`src/rtl/cdp1802_uart.sv`:
```
// CDP1802 I/O-bus UART: 8N1 transmitter with holding register, receiver with small FIFO, status on EF.
// Define CDP1802_UART_LOOPBACK_EN to feed the receiver from the internal txd instead of the rxd pin.
module cdp1802_uart #(
    parameter int CLKS_PER_BIT = 217,
    parameter int RX_DEPTH     = 4
) (
    input  logic       clock,
    input  logic       reset,
    input  logic [2:0] n,
    input  logic [7:0] bus_out,
    output logic [7:0] bus_in,
    output logic [3:0] EF,
    input  logic       rxd,
    output logic       txd
);

    localparam int CLK_W = $clog2(CLKS_PER_BIT);
    localparam int PTR_W = $clog2(RX_DEPTH);
    localparam int CNT_W = PTR_W + 1;
    localparam logic [CLK_W-1:0] BIT_LAST  = CLK_W'(CLKS_PER_BIT - 1);
    localparam logic [CLK_W-1:0] HALF_LAST = CLK_W'(CLKS_PER_BIT / 2 - 1);
    localparam logic [CNT_W-1:0] FULL_CNT  = CNT_W'(RX_DEPTH);

    typedef enum logic [1:0] {IDLE, START, DATA, STOP} uart_state_t;

    logic wr_tx, rd_rx, wr_clr;
    assign wr_tx  = (n == 3'd1);
    assign rd_rx  = (n == 3'd2);
    assign wr_clr = (n == 3'd3);

    // ---------------- transmitter ----------------
    uart_state_t      tx_state_reg, tx_state_next;
    logic [CLK_W-1:0] tx_clk_reg, tx_clk_next;
    logic [2:0]       tx_bit_reg, tx_bit_next;
    logic [7:0]       tx_shift_reg, tx_shift_next;
    logic [7:0]       hold_reg;
    logic             hold_full_reg;
    logic             txd_reg;
    logic             tx_load;
    logic             tx_line;

    always_comb begin
        tx_state_next = tx_state_reg;
        tx_clk_next   = tx_clk_reg;
        tx_bit_next   = tx_bit_reg;
        tx_shift_next = tx_shift_reg;
        tx_load       = 1'b0;
        case (tx_state_reg)
            IDLE: begin
                if (hold_full_reg) begin
                    tx_load       = 1'b1;
                    tx_shift_next = hold_reg;
                    tx_clk_next   = '0;
                    tx_state_next = START;
                end
            end
            START: begin
                if (tx_clk_reg == BIT_LAST) begin
                    tx_clk_next   = '0;
                    tx_bit_next   = '0;
                    tx_state_next = DATA;
                end else begin
                    tx_clk_next = tx_clk_reg + 1'b1;
                end
            end
            DATA: begin
                if (tx_clk_reg == BIT_LAST) begin
                    tx_clk_next   = '0;
                    tx_shift_next = {1'b0, tx_shift_reg[7:1]};
                    if (tx_bit_reg == 3'd7) tx_state_next = STOP;
                    else                    tx_bit_next   = tx_bit_reg + 1'b1;
                end else begin
                    tx_clk_next = tx_clk_reg + 1'b1;
                end
            end
            STOP: begin
                if (tx_clk_reg == BIT_LAST) begin
                    tx_clk_next = '0;
                    // A waiting byte starts immediately so frames run back-to-back.
                    if (hold_full_reg) begin
                        tx_load       = 1'b1;
                        tx_shift_next = hold_reg;
                        tx_state_next = START;
                    end else begin
                        tx_state_next = IDLE;
                    end
                end else begin
                    tx_clk_next = tx_clk_reg + 1'b1;
                end
            end
            default: tx_state_next = IDLE;
        endcase
    end

    always_comb begin
        tx_line = 1'b1;
        case (tx_state_reg)
            START:   tx_line = 1'b0;
            DATA:    tx_line = tx_shift_reg[0];
            default: tx_line = 1'b1;
        endcase
    end

    always_ff @(posedge clock) begin
        if (reset) begin
            tx_state_reg  <= IDLE;
            tx_clk_reg    <= '0;
            tx_bit_reg    <= '0;
            tx_shift_reg  <= '0;
            hold_reg      <= '0;
            hold_full_reg <= 1'b0;
            txd_reg       <= 1'b1;
        end else begin
            tx_state_reg <= tx_state_next;
            tx_clk_reg   <= tx_clk_next;
            tx_bit_reg   <= tx_bit_next;
            tx_shift_reg <= tx_shift_next;
            txd_reg      <= tx_line;
            if (wr_tx && !hold_full_reg) begin
                hold_reg      <= bus_out;
                hold_full_reg <= 1'b1;
            end else if (tx_load) begin
                hold_full_reg <= 1'b0;
            end
        end
    end

    assign txd = txd_reg;

    // ---------------- receiver ----------------
    logic rx_src;
`ifdef CDP1802_UART_LOOPBACK_EN
    logic unused_rxd;
    assign unused_rxd = rxd;
    assign rx_src     = txd_reg;
`else
    assign rx_src = rxd;
`endif

    logic             rx_meta_reg, rx_sync_reg, rx_prev_reg;
    uart_state_t      rx_state_reg, rx_state_next;
    logic [CLK_W-1:0] rx_clk_reg, rx_clk_next;
    logic [2:0]       rx_bit_reg, rx_bit_next;
    logic [7:0]       rx_shift_reg, rx_shift_next;
    logic             rx_push, frame_set;

    always_comb begin
        rx_state_next = rx_state_reg;
        rx_clk_next   = rx_clk_reg;
        rx_bit_next   = rx_bit_reg;
        rx_shift_next = rx_shift_reg;
        rx_push       = 1'b0;
        frame_set     = 1'b0;
        case (rx_state_reg)
            IDLE: begin
                if (rx_prev_reg && !rx_sync_reg) begin
                    rx_clk_next   = '0;
                    rx_state_next = START;
                end
            end
            START: begin
                // HALF_LAST absorbs the one-cycle edge-detect delay so samples land mid-bit.
                if (rx_clk_reg == HALF_LAST) begin
                    rx_clk_next = '0;
                    rx_bit_next = '0;
                    if (rx_sync_reg) rx_state_next = IDLE;
                    else             rx_state_next = DATA;
                end else begin
                    rx_clk_next = rx_clk_reg + 1'b1;
                end
            end
            DATA: begin
                if (rx_clk_reg == BIT_LAST) begin
                    rx_clk_next   = '0;
                    rx_shift_next = {rx_sync_reg, rx_shift_reg[7:1]};
                    if (rx_bit_reg == 3'd7) rx_state_next = STOP;
                    else                    rx_bit_next   = rx_bit_reg + 1'b1;
                end else begin
                    rx_clk_next = rx_clk_reg + 1'b1;
                end
            end
            STOP: begin
                if (rx_clk_reg == BIT_LAST) begin
                    rx_clk_next   = '0;
                    rx_state_next = IDLE;
                    if (rx_sync_reg) rx_push   = 1'b1;
                    else             frame_set = 1'b1;
                end else begin
                    rx_clk_next = rx_clk_reg + 1'b1;
                end
            end
            default: rx_state_next = IDLE;
        endcase
    end

    always_ff @(posedge clock) begin
        if (reset) begin
            rx_meta_reg  <= 1'b1;
            rx_sync_reg  <= 1'b1;
            rx_prev_reg  <= 1'b1;
            rx_state_reg <= IDLE;
            rx_clk_reg   <= '0;
            rx_bit_reg   <= '0;
            rx_shift_reg <= '0;
        end else begin
            rx_meta_reg  <= rx_src;
            rx_sync_reg  <= rx_meta_reg;
            rx_prev_reg  <= rx_sync_reg;
            rx_state_reg <= rx_state_next;
            rx_clk_reg   <= rx_clk_next;
            rx_bit_reg   <= rx_bit_next;
            rx_shift_reg <= rx_shift_next;
        end
    end

    // ---------------- RX FIFO and sticky flags ----------------
    logic [7:0]          fifo_mem [RX_DEPTH];
    logic [PTR_W-1:0]    wr_ptr_reg, rd_ptr_reg;
    logic [CNT_W-1:0]    rx_count_reg;
    logic [RX_DEPTH-1:0] entry_we;
    logic                rx_avail, pop, push_ok, overrun_set;
    logic                overrun_reg, frame_reg;

    assign rx_avail = (rx_count_reg != '0);
    assign pop      = rd_rx && rx_avail;
    // A pop in the same cycle frees the slot, so a full FIFO still accepts the push.
    assign push_ok     = rx_push && ((rx_count_reg != FULL_CNT) || pop);
    assign overrun_set = rx_push && (rx_count_reg == FULL_CNT) && !pop;

    genvar gi;
    for (gi = 0; gi < RX_DEPTH; gi = gi + 1) begin : g_entry_we
        assign entry_we[gi] = push_ok && (wr_ptr_reg == PTR_W'(gi));
    end

    always_ff @(posedge clock) begin
        for (int i = 0; i < RX_DEPTH; i++) begin
            if (entry_we[i]) fifo_mem[i] <= rx_shift_reg;
        end
    end

    always_ff @(posedge clock) begin
        if (reset) begin
            wr_ptr_reg   <= '0;
            rd_ptr_reg   <= '0;
            rx_count_reg <= '0;
            overrun_reg  <= 1'b0;
            frame_reg    <= 1'b0;
        end else begin
            if (push_ok) wr_ptr_reg <= wr_ptr_reg + 1'b1;
            if (pop)     rd_ptr_reg <= rd_ptr_reg + 1'b1;
            case ({push_ok, pop})
                2'b10:   rx_count_reg <= rx_count_reg + 1'b1;
                2'b01:   rx_count_reg <= rx_count_reg - 1'b1;
                default: rx_count_reg <= rx_count_reg;
            endcase
            overrun_reg <= overrun_set | (overrun_reg & ~(wr_clr & bus_out[0]));
            frame_reg   <= frame_set   | (frame_reg   & ~(wr_clr & bus_out[1]));
        end
    end

    assign EF = {frame_reg, overrun_reg, ~hold_full_reg, rx_avail};

    always_comb begin
        bus_in = '0;
        case (n)
            3'd2: if (rx_avail) bus_in = fifo_mem[rd_ptr_reg];
            3'd4: bus_in = {4'b0000, EF};
            default: bus_in = '0;
        endcase
    end

endmodule
```
`config.mk`:
```
export PLATFORM = sky130hd
export DESIGN_NAME = cdp1802_uart
export DESIGN_NICKNAME = d
export VERILOG_FILES = /design/src/rtl/cdp1802_uart.sv
export SDC_FILE = /design/constraint.sdc
export NUM_CORES = 1
export LEC_CHECK = 0
export ABC_AREA = 0
export CAP_MARGIN = 20
export CORE_MARGIN = 2
export CORE_UTILIZATION = 40
export CTS_CLUSTER_DIAMETER = 30
export DETAILED_ROUTE_END_ITERATION = 16
export HOLD_SLACK_MARGIN = 0.1
export PLACE_DENSITY_LB_ADDON = 0.08
export SYNTH_ARGS = -nofsm -noshare
export SYNTH_HDL_FRONTEND = slang
export SYNTH_SLANG_ARGS = --single-unit
```
`constraint.sdc`:
```
create_clock -name clock -period 2.3 [get_ports clock]
set_input_delay 0.46 -clock clock [delete_from_list [all_inputs] [get_ports clock]]
set_output_delay 0.46 -clock clock [all_outputs]
set_load 0.01 [all_outputs]
```
# [Yosys cells after proc, flatten, opt, wreduce, memory -nomap -nowiden]
# Memories as Yosys holds them, arrays and structs flattened. A register that Yosys moved wholly into a read port is not among the register bits.
# Cells that the tools add are included.
[op_classes] n_addsub=8 n_eq_ne=34 muxes=67 bitwise=9 n_reduce_logical=34
[ops] cell="two-way mux 8 bit" n=12
[ops] cell="case mux 8 bit (3 select lines)" n=2
[ops] cell="two-way mux 2 bit" n=16
[ops] cell="case mux 8 bit (2 select lines)" n=2
[ops] cell="!= test 2 bit (second input constant)" n=12
[ops] cell="OR reduction 8 bit" n=3
[ops] cell="two-way mux 1 bit" n=22
[ops] cell="two-way mux 3 bit" n=6
[ops] cell="case mux 3 bit (2 select lines)" n=3
[ops] cell="adder 8 x 1 -> 8 bit (second input constant)" n=2
[ops] cell="== test 8 bit (second input constant)" n=2
[ops] cell="case mux 2 bit (4 select lines)" n=2
[ops] cell="== test 2 bit (second input constant)" n=7
[ops] cell="== test 3 bit (second input constant)" n=4
[ops] cell="logical AND 1 bit" n=10
[ops] cell="AND reduction 5 bit" n=2
[ops] cell="adder 3 x 1 -> 3 bit (second input constant)" n=3
[ops] cell="== test 2 x 1 -> 1 bit (second input constant)" n=4
[ops] cell="== test 8 x 7 -> 1 bit (second input constant)" n=1
[ops] cell="AND reduction 4 bit" n=2
[ops] cell="nonzero test 2 bit" n=4
[ops] cell="== test 3 x 2 -> 1 bit (second input constant)" n=2
[ops] cell="logical NOT 2 bit" n=3
[ops] cell="nonzero test 3 bit" n=2
[ops] cell="other kinds (14)" n=24
[totals] ff_bits=64 ram_bits=32 inputBits=14 output_inout_bits=13 elab_cells=172 n_memories=1
[mem_list] name="fifo_mem" words=4 word_bits=8 read_ports=1 rd_clocked_by_memory_dff=1 write_ports=1 line_no="217" source="logic [7:0] fifo_mem [RX_DEPTH];"

# [Longest topological paths before layout]
# Gate-level depths: netlist of the first run.
[depth] word_depth=11 ltp_mapped=11

# [Worst setup path after synthesis of the first run]
# Ideal clock, no wire load.
[synth_timing] path_kind="flip-flop to flip-flop" startpoint="reg rx_clk_reg[0]" endpoint="reg rx_count_reg[2]" t_arrival_ns=1.834 path_slack_ns=0.335 stages_incl_launch_ff=12 path_buffers=1 period_less_slack_ns=1.965 cell_sequence="dfxtp_1 > inv_1 > ha_1 > nand4b_1 > nor4_1 > buf_2 > nand2b_1 > fa_1 > inv_1 > nor3b_1 > o21a_1 > nor3_1"
[synth_between] elab_chain_cells=6
[synth_rtl] element="start: declaration" line_no="142" source="logic [CLK_W-1:0] rx_clk_reg, rx_clk_next;"
[synth_rtl] element="start signal: assignment" line_no="210" source="rx_clk_reg <= rx_clk_next;"
[synth_rtl] element="== test 8 bit (*)" line_no="183" source="if (rx_clk_reg == BIT_LAST) begin"
[synth_rtl] element="two-way mux 1 bit (*)" line_no="183"
[synth_rtl] element="two-way mux 1 bit (*)" line_no="154" source="case (rx_state_reg)"
[synth_rtl] element="logical AND 1 bit (*)" line_no="227" source="assign push_ok = rx_push && ((rx_count_reg != FULL_CNT) || pop);"
[synth_rtl] element="== test 2 x 1 -> 1 bit or == test 2 bit (tied branches)" line_no="251" source="case ({push_ok, pop})"
[synth_rtl] element="case mux 3 bit (2 select lines) or nonzero test 2 bit (tied branches)"
[synth_rtl] element="end signal: assignment" line_no="252" source="2'b10: rx_count_reg <= rx_count_reg + 1'b1;"
[synth_rtl] element="end signal: assignment" line_no="253" source="2'b01: rx_count_reg <= rx_count_reg - 1'b1;"
[synth_rtl] element="end signal: assignment" line_no="254" source="default: rx_count_reg <= rx_count_reg;"
[synth_rtl] element="end: declaration" line_no="219" source="logic [CNT_W-1:0] rx_count_reg;"
# Mark *: on every way between the ends. The rest lies on a longest branch, timed or not.
# A chain may end at the register's enable or synchronous reset.

==> results of run 1 <==
-- worst max-delay path, stage by stage (launching register included) --
cell     delay (ns)
dfxtp_2        0.35
buf_12         0.13
buf_6          0.09
mux4_2         0.52
a22oi_2        0.13
nor2_1         0.05
buf_2          0.14
-- where the power goes --
part	switching [W]	internal [W]	total, W
clock	0.000617	0.000623	0.00124
sequential	0.0000450	0.00184	0.00188
combinational	0.000320	0.000222	0.000542
total	0.000982	0.00268	0.00366
-- cell type report --
cell class	instances	area [um^2]	area share, %
Clock buffer	11	131	2.48
Multi-Input combinational cell	282	2030	38.2
Sequential cell	98	2280	43.1
Tap cell	140	175	3.31
Clock inverter	5	87.6	1.65
Inverter	17	63.8	1.20
Timing Repair Buffer	56	531	10.0
-- kinds of logic after synthesis --
kind of cell / count (synthesis) / synth area share (%)
adder cells (fa/ha/maj): 18 / 5.21
flip-flops: 98 / 51.1
AND/OR/NAND/NOR: 159 / 18.5
XOR/XNOR: 4 / 0.785
buffers and inverters: 39 / 4.29
multiplexers: 28 / 8.52
AO/OA/AOI/OAI: 73 / 11.5
-- synth_stat cells, types with 4 or more instances --
master / number
clkbuf_1: 10
and3_1: 6
nand2_1: 41
or3_1: 4
edfxtp_1: 32
a31oi_1: 4
a22oi_1: 6
nand3_1: 12
a211oi_1: 5
nor3_1: 7
nand3b_1: 9
nor2b_1: 4
nor2_1: 44
inv_1: 17
a21oi_1: 28
o21ai_0: 7
mux4_2: 8
buf_2: 5
a311oi_1: 5
nand2b_1: 4
and2_1: 6
dfxtp_1: 66
mux2i_1: 20
ha_1: 17
-- layer usage --
layer  global-route usage [%]  up-vias  wire length, um  part of all wire (%)
li1                         -     1595                -                     -
met1                     22.2     1531             4480                    49
met2                     27.6       28             4270                    47
met3                     3.26       14              259                   2.8
met4                     6.78        0              171                   1.9
met5                        0        -                0                     0
-- how the worst min path moves through the flow --
| stage | start | to | slack (ns) | cells past startpoint |
|---|---|---|---|---|
| 2_1_floorplan | rx_meta_reg | rx_sync_reg | 0.39 | 1 |
| 3_3_place_gp | rx_meta_reg | rx_sync_reg | 0.39 | 1 |
| 3_5_place_dp | rx_meta_reg | rx_sync_reg | 0.39 | 1 |
| 4_1_cts | rx_meta_reg | rx_sync_reg | 0.42 | 1 |
| 5_1_grt | rx_meta_reg | rx_sync_reg | 0.43 | 1 |
| 6_report | rx_meta_reg | rx_sync_reg | 0.42 | 1 |
-- per-stage QoR --
| step | setup slack [ns] | instance area, um^2 | total power [W] | hold slack (ns) |
|---|---|---|---|---|
| 2_1_floorplan | 0.335 | 4470 | 0.00232 | 0.389 |
| 3_3_place_gp | -0.180 | 5040 | 0.00245 | 0.394 |
| 3_5_place_dp | -0.203 | 5040 | 0.00246 | 0.393 |
| 4_1_cts | -0.0861 | 5280 | 0.00372 | 0.418 |
| 5_1_grt | -0.0293 | 5300 | 0.00386 | 0.432 |
| 6_report | 0.0557 | 5300 | 0.00366 | 0.417 |
-- timing repair --
| item | 4_1_cts | 5_1_grt |
|---|---|---|
| setup endpoints to repair | 8 | 8 |
| pin swaps | 2 | 3 |
| setup buffers | 4 | 0 |
| resized for setup | 26 | 10 |
| endpoints found under the hold margin | 0 | 0 |
==> reports/metrics.cfg, run 1 <==
[sta]
finalCriticalPeriod_ns=2.24
final_max_slew_viol_count=0
relSlewSlack_pct=52.1
timing.final.crit_share_pct=97.6
tightestPinTransition_ns=0.718
tns_ns=0
fin_worst_skew_ns=0.0143
rsz0062_at_grt=true
hold_violations=0
finalSetupViolCount=0
fmax_ghz=0.446

[cts]
cts_max_path_buffers=2
clockRootBuffer=clkbuf_8
cts_tree=built
clk_latency_ns=0.38
cts_hold_buf=0
clk_pin_slew_ns=0.10
h-tree-depth=3
clkSinkCount=98
cts_buffers=9

[logic_synthesis]
synth_flop_cell=dfxtp_1
seq_area_frac_synth_pct=51.1
synth.area.top_cells=dfxtp_1 30%, edfxtp_1 22%, ha_1 4.8%
avgSynthCellArea_um2=10.7
synthCells=419
yosysWarnings=0
syn_nets=451
synth-edff-count=32
async_flop_share_pct=0
synth_area_leader_cell=dfxtp_1
synth_top_area_share_pct=29.6
synth_seq_cells=98
syn_area_um2=4470
synth_cell_types=57

[die]
fp.dieH_um=110
ios=27
core_area_um2=10900
start_util_pct=41.0
die_area_um2=12000
rows=38
die_w_um=110

[critical_path]
end_kind=output pin
cp-endpoint=bus_in[3]
critPathArrivalTime_ns=1.78
r2r_slack_ns=0.19
regToRegStartpoint=rx_clk_reg[0]
start_kind=register
setup.worst_path.class=reg -> out
reg2regPathDepth=11
crit_required_ns=1.84
rr_endpoint=rx_count_reg[2]
critPathMaxFanout=7

[routing]
drc_errors=0
avgRoutedWirePerCell_um=15.1
dr.pass1.iters=4
viasPerCell=5.20
drtIter0Drc=194
wl_mm=9.19
vias=3168
postRouteAntennaNets=0

[grt]
grt_pass1_vias=3144
grt_pass1_wl_mm=15.4
gr-total-overflow=0
grt_max_degree=34
antenna_found_initial=0
grt_usage_pct=16.9

[cells_and_area]
largest_reg_flops=32
nets=496
stdcell_count=609
fillers=1026
final_cell_mix=64 x dfxtp_1, 44 x nor2_1, 41 x nand2_1
area_delta_synth_final_pct=18.7
layout_commonest_cell=dfxtp_1
drive_gt1_share_pct=18.3
regMostFlops=fifo_mem
final_core_util_pct=48.7
diodes=0

[power_and_ir_drop]
p_leak_nw=1.86
vdd_drop_max_uv=344
power_density_nw_per_um2=691

[placed_design]
dp_cells=589
hpwlAfterDp_mm=6.40
gp_congestion=0.758
io_buffers=26

[hold_path]
hold_class=reg -> reg

[flow_run]
drv_cap=0

[outcome]
status=finished, final reports clean

Power figures use the tool's default switching activity.
==> run 2: changes to the inputs <==
--- a/config.mk
+++ b/config.mk
@@ -13,6 +13,7 @@
 export DETAILED_ROUTE_END_ITERATION = 16
 export HOLD_SLACK_MARGIN = 0.1
 export PLACE_DENSITY_LB_ADDON = 0.08
+export SETUP_SLACK_MARGIN = 0.4
 export SYNTH_ARGS = -nofsm -noshare
 export SYNTH_HDL_FRONTEND = slang
 export SYNTH_SLANG_ARGS = --single-unit
==> run 2 against run 1 <==
Worst setup slack gained 0.042 ns. First-iteration DRC count shrank 6.2%. Global-route usage is essentially flat. Via count grew 2.5%. Design area grew 5.6%. Register-to-register slack gained 0.06 ns. Utilization grew 2.7 points. Fmax grew 1.9%. Flip-flop and latch count is the same. Clock skew shrank 0.0068 ns. Worst hold slack lost 0.00076 ns. Critical endpoint is now bus_in[2]. Largest cell class unchanged. Largest power group unchanged.
==> reports/metrics.cfg, run 2 (synthesis results as in run 1) <==
[outcome]
status=finished, final reports clean  ; unchanged

[cells_and_area]
final_cell_mix=56 x dfxtp_1, 43 x nor2_1, 40 x nand2_1  ; was 64 x dfxtp_1, 44 x nor2_1, 41 x nand2_1
final_cell_area_um2=5600  ; was 5300 um^2
diodes=0  ; unchanged
nets=516  ; was 496
regMostFlops=fifo_mem  ; unchanged
drive_gt1_share_pct=28.4  ; was 18.3%
area_delta_synth_final_pct=25.3  ; was 18.7%
layout_commonest_cell=dfxtp_1  ; unchanged
largest_reg_flops=32  ; unchanged

[sta]
tightestPinTransition_ns=0.455  ; was 0.718 ns
fin_worst_skew_ns=0.00747  ; was 0.0143 ns
hold_violations=0  ; unchanged
finalSetupViolCount=0  ; unchanged
relSlewSlack_pct=69.7  ; was 52.1%
timing.final.crit_share_pct=95.8  ; was 97.6%
final_max_slew_viol_count=0  ; unchanged
holdWs_ns=0.416  ; was 0.417 ns
fin_ws_ns=0.0972  ; was 0.0557 ns
tns_ns=0  ; unchanged
rsz0062_at_grt=true  ; unchanged
fmax_ghz=0.454  ; was 0.446 GHz
finalCriticalPeriod_ns=2.20  ; was 2.24 ns

[die]
rows=38  ; unchanged
start_util_pct=41.0  ; unchanged
die_area_um2=12000  ; unchanged
ios=27  ; unchanged
fp.dieH_um=110  ; unchanged
die_w_um=110  ; unchanged
core_area_um2=10900  ; unchanged

[grt]
grt_pass1_wl_mm=15.5  ; was 15.4 mm
gr-total-overflow=0  ; unchanged
grt_pass1_vias=3149  ; was 3,144
grt_usage_pct=16.9  ; about the same
grt_max_degree=30  ; was 34
antenna_found_initial=0  ; unchanged

[critical_path]
cp_num_buf_inv=2  ; was 3
setup.worst_path.class=reg -> out  ; unchanged
start_kind=register  ; unchanged
cp_top_family=multiplexers  ; unchanged
rr_endpoint=rx_count_reg[2]  ; unchanged
crit_slowest_cell=mux4_2  ; unchanged
crit_required_ns=1.84  ; about the same
critical_path.max_stage_delay_ns=0.53  ; was 0.52 ns
reg2regPathDepth=11  ; unchanged
end_kind=output pin  ; unchanged
worstPathCellList=buf_12, mux4_2, a22oi_2, nor2_1, buf_2  ; was buf_12, buf_6, mux4_2, a22oi_2, nor2_1, buf_2
critPathMaxFanout=6  ; was 7
r2r_slack_ns=0.25  ; was 0.19 ns
critPathArrivalTime_ns=1.74  ; was 1.78 ns
regToRegStartpoint=rx_count_reg[1]  ; was rx_clk_reg[0]

[hold_path]
hold_depth=1  ; unchanged
min_to=rx_sync_reg  ; unchanged
hold_start=rx_meta_reg  ; unchanged
hold_class=reg -> reg  ; unchanged

[cts]
cts_buffers=9  ; unchanged
cts_tree=built  ; unchanged
cts_max_path_buffers=2  ; unchanged
cts_hold_buf=0  ; unchanged
clk_latency_ns=0.36  ; was 0.38 ns
clk_pin_slew_ns=0.09  ; was 0.10 ns
clkSinkCount=98  ; unchanged
h-tree-depth=3  ; unchanged
clockRootBuffer=clkbuf_8  ; unchanged

[placed_design]
dpl_cell_area_um2=5040  ; about the same
post-place-ws_ns=-0.337  ; was -0.203 ns
io_buffers=26  ; unchanged
hpwlAfterDp_mm=6.27  ; was 6.40 mm
gp_congestion=0.745  ; was 0.758

[routing]
vias=3246  ; was 3,168
postRouteAntennaNets=0  ; unchanged
viasPerCell=5.16  ; was 5.20
drtIter0Drc=182  ; was 194
avgRoutedWirePerCell_um=15.3  ; was 15.1 um
wl_mm=9.60  ; was 9.19 mm
dr.pass1.iters=4  ; unchanged
drc_errors=0  ; unchanged

[power_and_ir_drop]
power_density_nw_per_um2=650  ; was 691 nW/um^2
p_leak_nw=1.99  ; was 1.86 nW
power.total_w=0.00364  ; was 0.00366 W
vdd_drop_max_uv=518  ; was 344 uV

[flow_run]
drv_cap=0  ; unchanged

[run 2: timing repair]
item                                    4_1_cts  5_1_grt
hold endpoints to repair                      0        0
gates cloned                                  0        1
setup buffers                                13       11
resized for setup                            64       26
pin swaps                                    18       11
endpoints found under the setup margin       60       85
[run 2: stage by stage]
step	cells	utilization, %
after CTS	617	49.9
after global placement	588	46.3
final	629	51.4
after detailed placement	588	46.3
after floorplan	419	-
after global routing	629	51.4
[run 2: worst register-to-register path, stage by stage, from the launching register on]
cell and delay, ns:
dfxtp_2 0.39, nor3_4 0.06, buf_6 0.12, nor3_4 0.24, buf_6 0.15, buf_4 0.15, nand2b_4 0.06, fa_1 0.35
inv_1 0.09, and3_1 0.18, nor3_1 0.05, nor3_1 0.15
[run 2: how the worst max path moves through the flow]
| stage | cells past startpoint | startpoint | slack [ns] | to |
|---|---|---|---|---|
| 2_1_floorplan | 11 | rx_clk_reg[0] | 0.41 | rx_count_reg[2] |
| 3_3_place_gp | 5 | n[2] | -0.32 | bus_in[5] |
| 3_5_place_dp | 5 | n[2] | -0.34 | bus_in[6] |
| 4_1_cts | 5 | register | 0.04 | bus_in[2] |
| 5_1_grt | 5 | register | 0.03 | bus_in[2] |
| 6_report | 5 | register | 0.1 | bus_in[2] |
[run 2: power by group]
group          internal (W)  switching, W  leakage (nW)  total (W)
registers           0.00184     0.0000414         0.835    0.00188
logic              0.000262      0.000352          1.05   0.000613
clock network      0.000545      0.000600         0.107    0.00115
[run 2: metal layers]
layer / vias to the layer above / share of wire [%] / track usage [%]
met3: 8 / 2.8 / 4.45
li1: 1635 / - / -
met4: 0 / 0.98 / 3.80
met2: 24 / 47 / 27.8
met5: - / 0 / 0
met1: 1579 / 49 / 22.4
[run 2: final cells by class]
| class | count | area, um^2 |
|---|---|---|
| clock buffers | 11 | 143 |
| clock inverters | 5 | 61.3 |
| fillers | 985 | 5290 |
| inverters | 17 | 63.8 |
| multi-input cells | 283 | 2170 |
| flip-flops and latches | 98 | 2300 |
| well taps | 140 | 175 |
| repair buffers | 75 | 687 |
==> RTL edit (settings of run 1) <==
Put a register stage on the output `bus_in`. The value now appears one clock later. The other outputs are not delayed to match.
--- a/src/rtl/cdp1802_uart.sv
+++ b/src/rtl/cdp1802_uart.sv
@@ -22,6 +22,8 @@
     localparam logic [CNT_W-1:0] FULL_CNT  = CNT_W'(RX_DEPTH);
 
     typedef enum logic [1:0] {IDLE, START, DATA, STOP} uart_state_t;
+
+    logic [7:0] bus_in_d;
 
     logic wr_tx, rd_rx, wr_clr;
     assign wr_tx  = (n == 3'd1);
@@ -261,12 +263,16 @@
     assign EF = {frame_reg, overrun_reg, ~hold_full_reg, rx_avail};
 
     always_comb begin
-        bus_in = '0;
+        bus_in_d = '0;
         case (n)
-            3'd2: if (rx_avail) bus_in = fifo_mem[rd_ptr_reg];
-            3'd4: bus_in = {4'b0000, EF};
-            default: bus_in = '0;
-        endcase
+            3'd2: if (rx_avail) bus_in_d = fifo_mem[rd_ptr_reg];
+            3'd4: bus_in_d = {4'b0000, EF};
+            default: bus_in_d = '0;
+        endcase
+    end
+
+    always_ff @(posedge clock) begin
+        bus_in <= bus_in_d;
     end
 
 endmodule
Check against the original RTL: not equivalent (a bounded check fails within 4 cycles, from zero or initial values and one cycle with reset high).
==> RTL edit against run 1 <==
Global-route usage decreased by 0.48 points; routed wire length up 0.46%; worst setup slack improved by 0.052 ns; total power is 7.2% higher; sequential share of layout area grew 1.8 points; final area up 2.8%; area after synthesis rose by 1.1%; non-clock buffer count rose by 6; die area grew 1.1%; sequential cell count grew 8; critical endpoint is now rx_count_reg[2].
==> RTL edit: results (changes against run 1) <==
Critical path
  • Reg-to-reg slack, setup: 0.14 ns (was 0.19 ns)
  • Worst Reg-to-Reg Cells: 11 (unchanged)
  • Crit Path Max Fanout: 2 (was 7)
  • Crit-path slowest cell: clkdlybuf4s50_1 (was mux4_2)
  • Crit path launch: n[2]
  • Family with the most delay on the worst path: simple AND/OR/NAND/NOR gates (was multiplexers)
  • Critical Path AT: 2.43 ns (was 1.78 ns)
  • R2r startpoint: rx_clk_reg[1] (was rx_clk_reg[0])
  • Peak per-stage delay on the critical path: 0.47 ns (was 0.52 ns)
  • End point of the critical path: rx_count_reg[2] (was bus_in[3])

Global route
  • Vias in the first global route: 3038 (was 3144)
  • Initial antenna violation count: 0 (unchanged)
  • Largest net degree at the start of global routing: 27 (was 34)
  • First-pass GRT wire length: 15.1 mm (was 15.4 mm)
  • GRT Util Overall: 16.5% (was 16.9%)

Place
  • Hpwl dp: 6.70 mm (was 6.40 mm)
  • Final GP Congestion: 0.790 (was 0.758)
  • Port buffer count: 26 (unchanged)

Yosys
  • Async set-reset flop share out of synthesis: 0% (unchanged)
  • Synth cell count leaders: 74 x dfxtp_1, 52 x nor2_1, 43 x nand2_1 (was 66 x dfxtp_1, 44 x nor2_1, 41 x nand2_1)
  • Warnings, synthesis: 0 (unchanged)
  • Post-synth EDFFs: 32 (unchanged)
  • Netlist cell types: 52 (was 57)
  • Post-synthesis net count: 454 (was 451)
  • Seq/Total Area, Yosys: 54.1% (was 51.1%)
  • Dominant cells by area after synthesis: dfxtp_1 33%, edfxtp_1 21%, ha_1 4.7%, nor2_1 4.3%, mux2i_1 4.2% (was dfxtp_1 30%, edfxtp_1 22%, ha_1 4.8%, mux2i_1 4.5%, mux4_2 4.0%)

Power
  • Max rail drop VDD: 0.000527 V (was 0.000344 V)
  • Static Leakage: 1.92 nW (was 1.86 nW)

Layout
  • Largest register FFs: 32 (unchanged)
  • Ant. Diodes: 0 (unchanged)
  • Layout cells sized above 1: 16.4% (was 18.3%)
  • Final layout net count: 508 (was 496)
  • Fill count: 1004 (was 1026)
  • Most flop-heavy register: fifo_mem (unchanged)

Flow run
  • Max Cap Viol: 0 (unchanged)

STA
  • Clock skew: 0.00352 ns (was 0.0143 ns)
  • Rel. slew slack: 64.9% (was 52.1%)

Routing
  • Initial DRC Count: 258 (was 194)
  • Routed met2 length: 3.96 mm (was 4.27 mm)
  • Routed wl met3: 381 um (was 259 um)
  • Vias/cell: 5.12 (was 5.20)
  • Drt first pass iters: 4 (unchanged)
  • Met1 wire length: 4.84 mm (was 4.48 mm)
  • Post-Route WL: 9.23 mm (was 9.19 mm)
  • Top layer in use: met4 (unchanged)

Clocking
  • Worst-path clk slew: 0.07 ns (was 0.10 ns)
  • Clock Tree Root: clkbuf_16 (was clkbuf_8)
  • Clk_lat worst skew: 0.35 ns (was 0.38 ns)
  • H-tree depth: 3 (unchanged)
  • CTS max path bufs: 2 (unchanged)
  • TritonCTS Buffers: 9 (unchanged)

Worst hold path
  • Hold Crit Class: reg2reg (unchanged)

Run status
  • Run status: completed (unchanged)
==> RTL edit: cell type report <==
class	count	area (um^2)	area share, %
Sequential cell	106	2440	44.9
Multi-Input combinational cell	279	1950	35.7
Timing Repair Buffer	62	551	10.1
Clock buffer	9	225	4.14
Tap cell	140	175	3.22
Inverter	18	67.6	1.24
Clock inverter	7	36.3	0.666
==> RTL edit: metal layers <==
metal / GRT usage, % / vias to the layer above
li1: - / 1624
met4: 4.29 / 0
met2: 23.8 / 53
met5: 0 / -
met1: 23.8 / 1500
met3: 5.17 / 4
==> RTL edit: worst reg2reg max path: stages (launching register included) <==
cell	delay, ns
dfxtp_2	0.34
inv_1	0.04
ha_1	0.17
nand4b_1	0.13
nor4_2	0.07
buf_4	0.16
or2_4	0.23
fa_2	0.33
inv_2	0.06
nor3_1	0.04
a31oi_1	0.14
mux2_2	0.34
==> RTL edit: how the worst min path moves through the flow <==
stage / start / endpoint / cells past startpoint / slack [ns]
2_1_floorplan: rx_meta_reg / rx_sync_reg / 1 / 0.39
3_3_place_gp: rx_meta_reg / rx_sync_reg / 1 / 0.39
3_5_place_dp: rx_meta_reg / rx_sync_reg / 1 / 0.39
4_1_cts: rx_meta_reg / rx_sync_reg / 1 / 0.41
5_1_grt: rx_meta_reg / rx_sync_reg / 1 / 0.43
6_report: rx_meta_reg / rx_sync_reg / 1 / 0.41
==> RTL edit: cell families after synthesis <==
logic type | synth area share, %
compound gates | 10.2
xor+xnor | 0.776
fa+ha+maj | 5.16
buf+inv | 3.55
flops | 54.1
mux | 8.95
simple gates | 17.2
==> RTL edit: what timing repair did <==
action,in CTS,in global routing
endpoints found under the setup margin,0,36
gates resized for setup,0,7
buffers inserted,0,1
==> RTL edit: stage by stage <==
stage	setup WS, ns	area (um^2)	hold WS, ns	setup TNS [ns]	instances
3_3_place_gp	-0.278	5160	0.392	-5.20	604
2_1_floorplan	0.00121	4530	0.389	0	422
5_1_grt	-0.0103	5450	0.431	-0.0103	621
4_1_cts	0.0255	5420	0.410	0	620
6_report	0.108	5450	0.409	0	621
3_5_place_dp	-0.303	5160	0.393	-6.01	604
==> RTL edit: power by group <==
group / switching [mW] / internal [mW] / total, mW
clock network: 0.660 / 0.718 / 1.38
logic: 0.300 / 0.235 / 0.534
registers: 0.0388 / 1.98 / 2.01
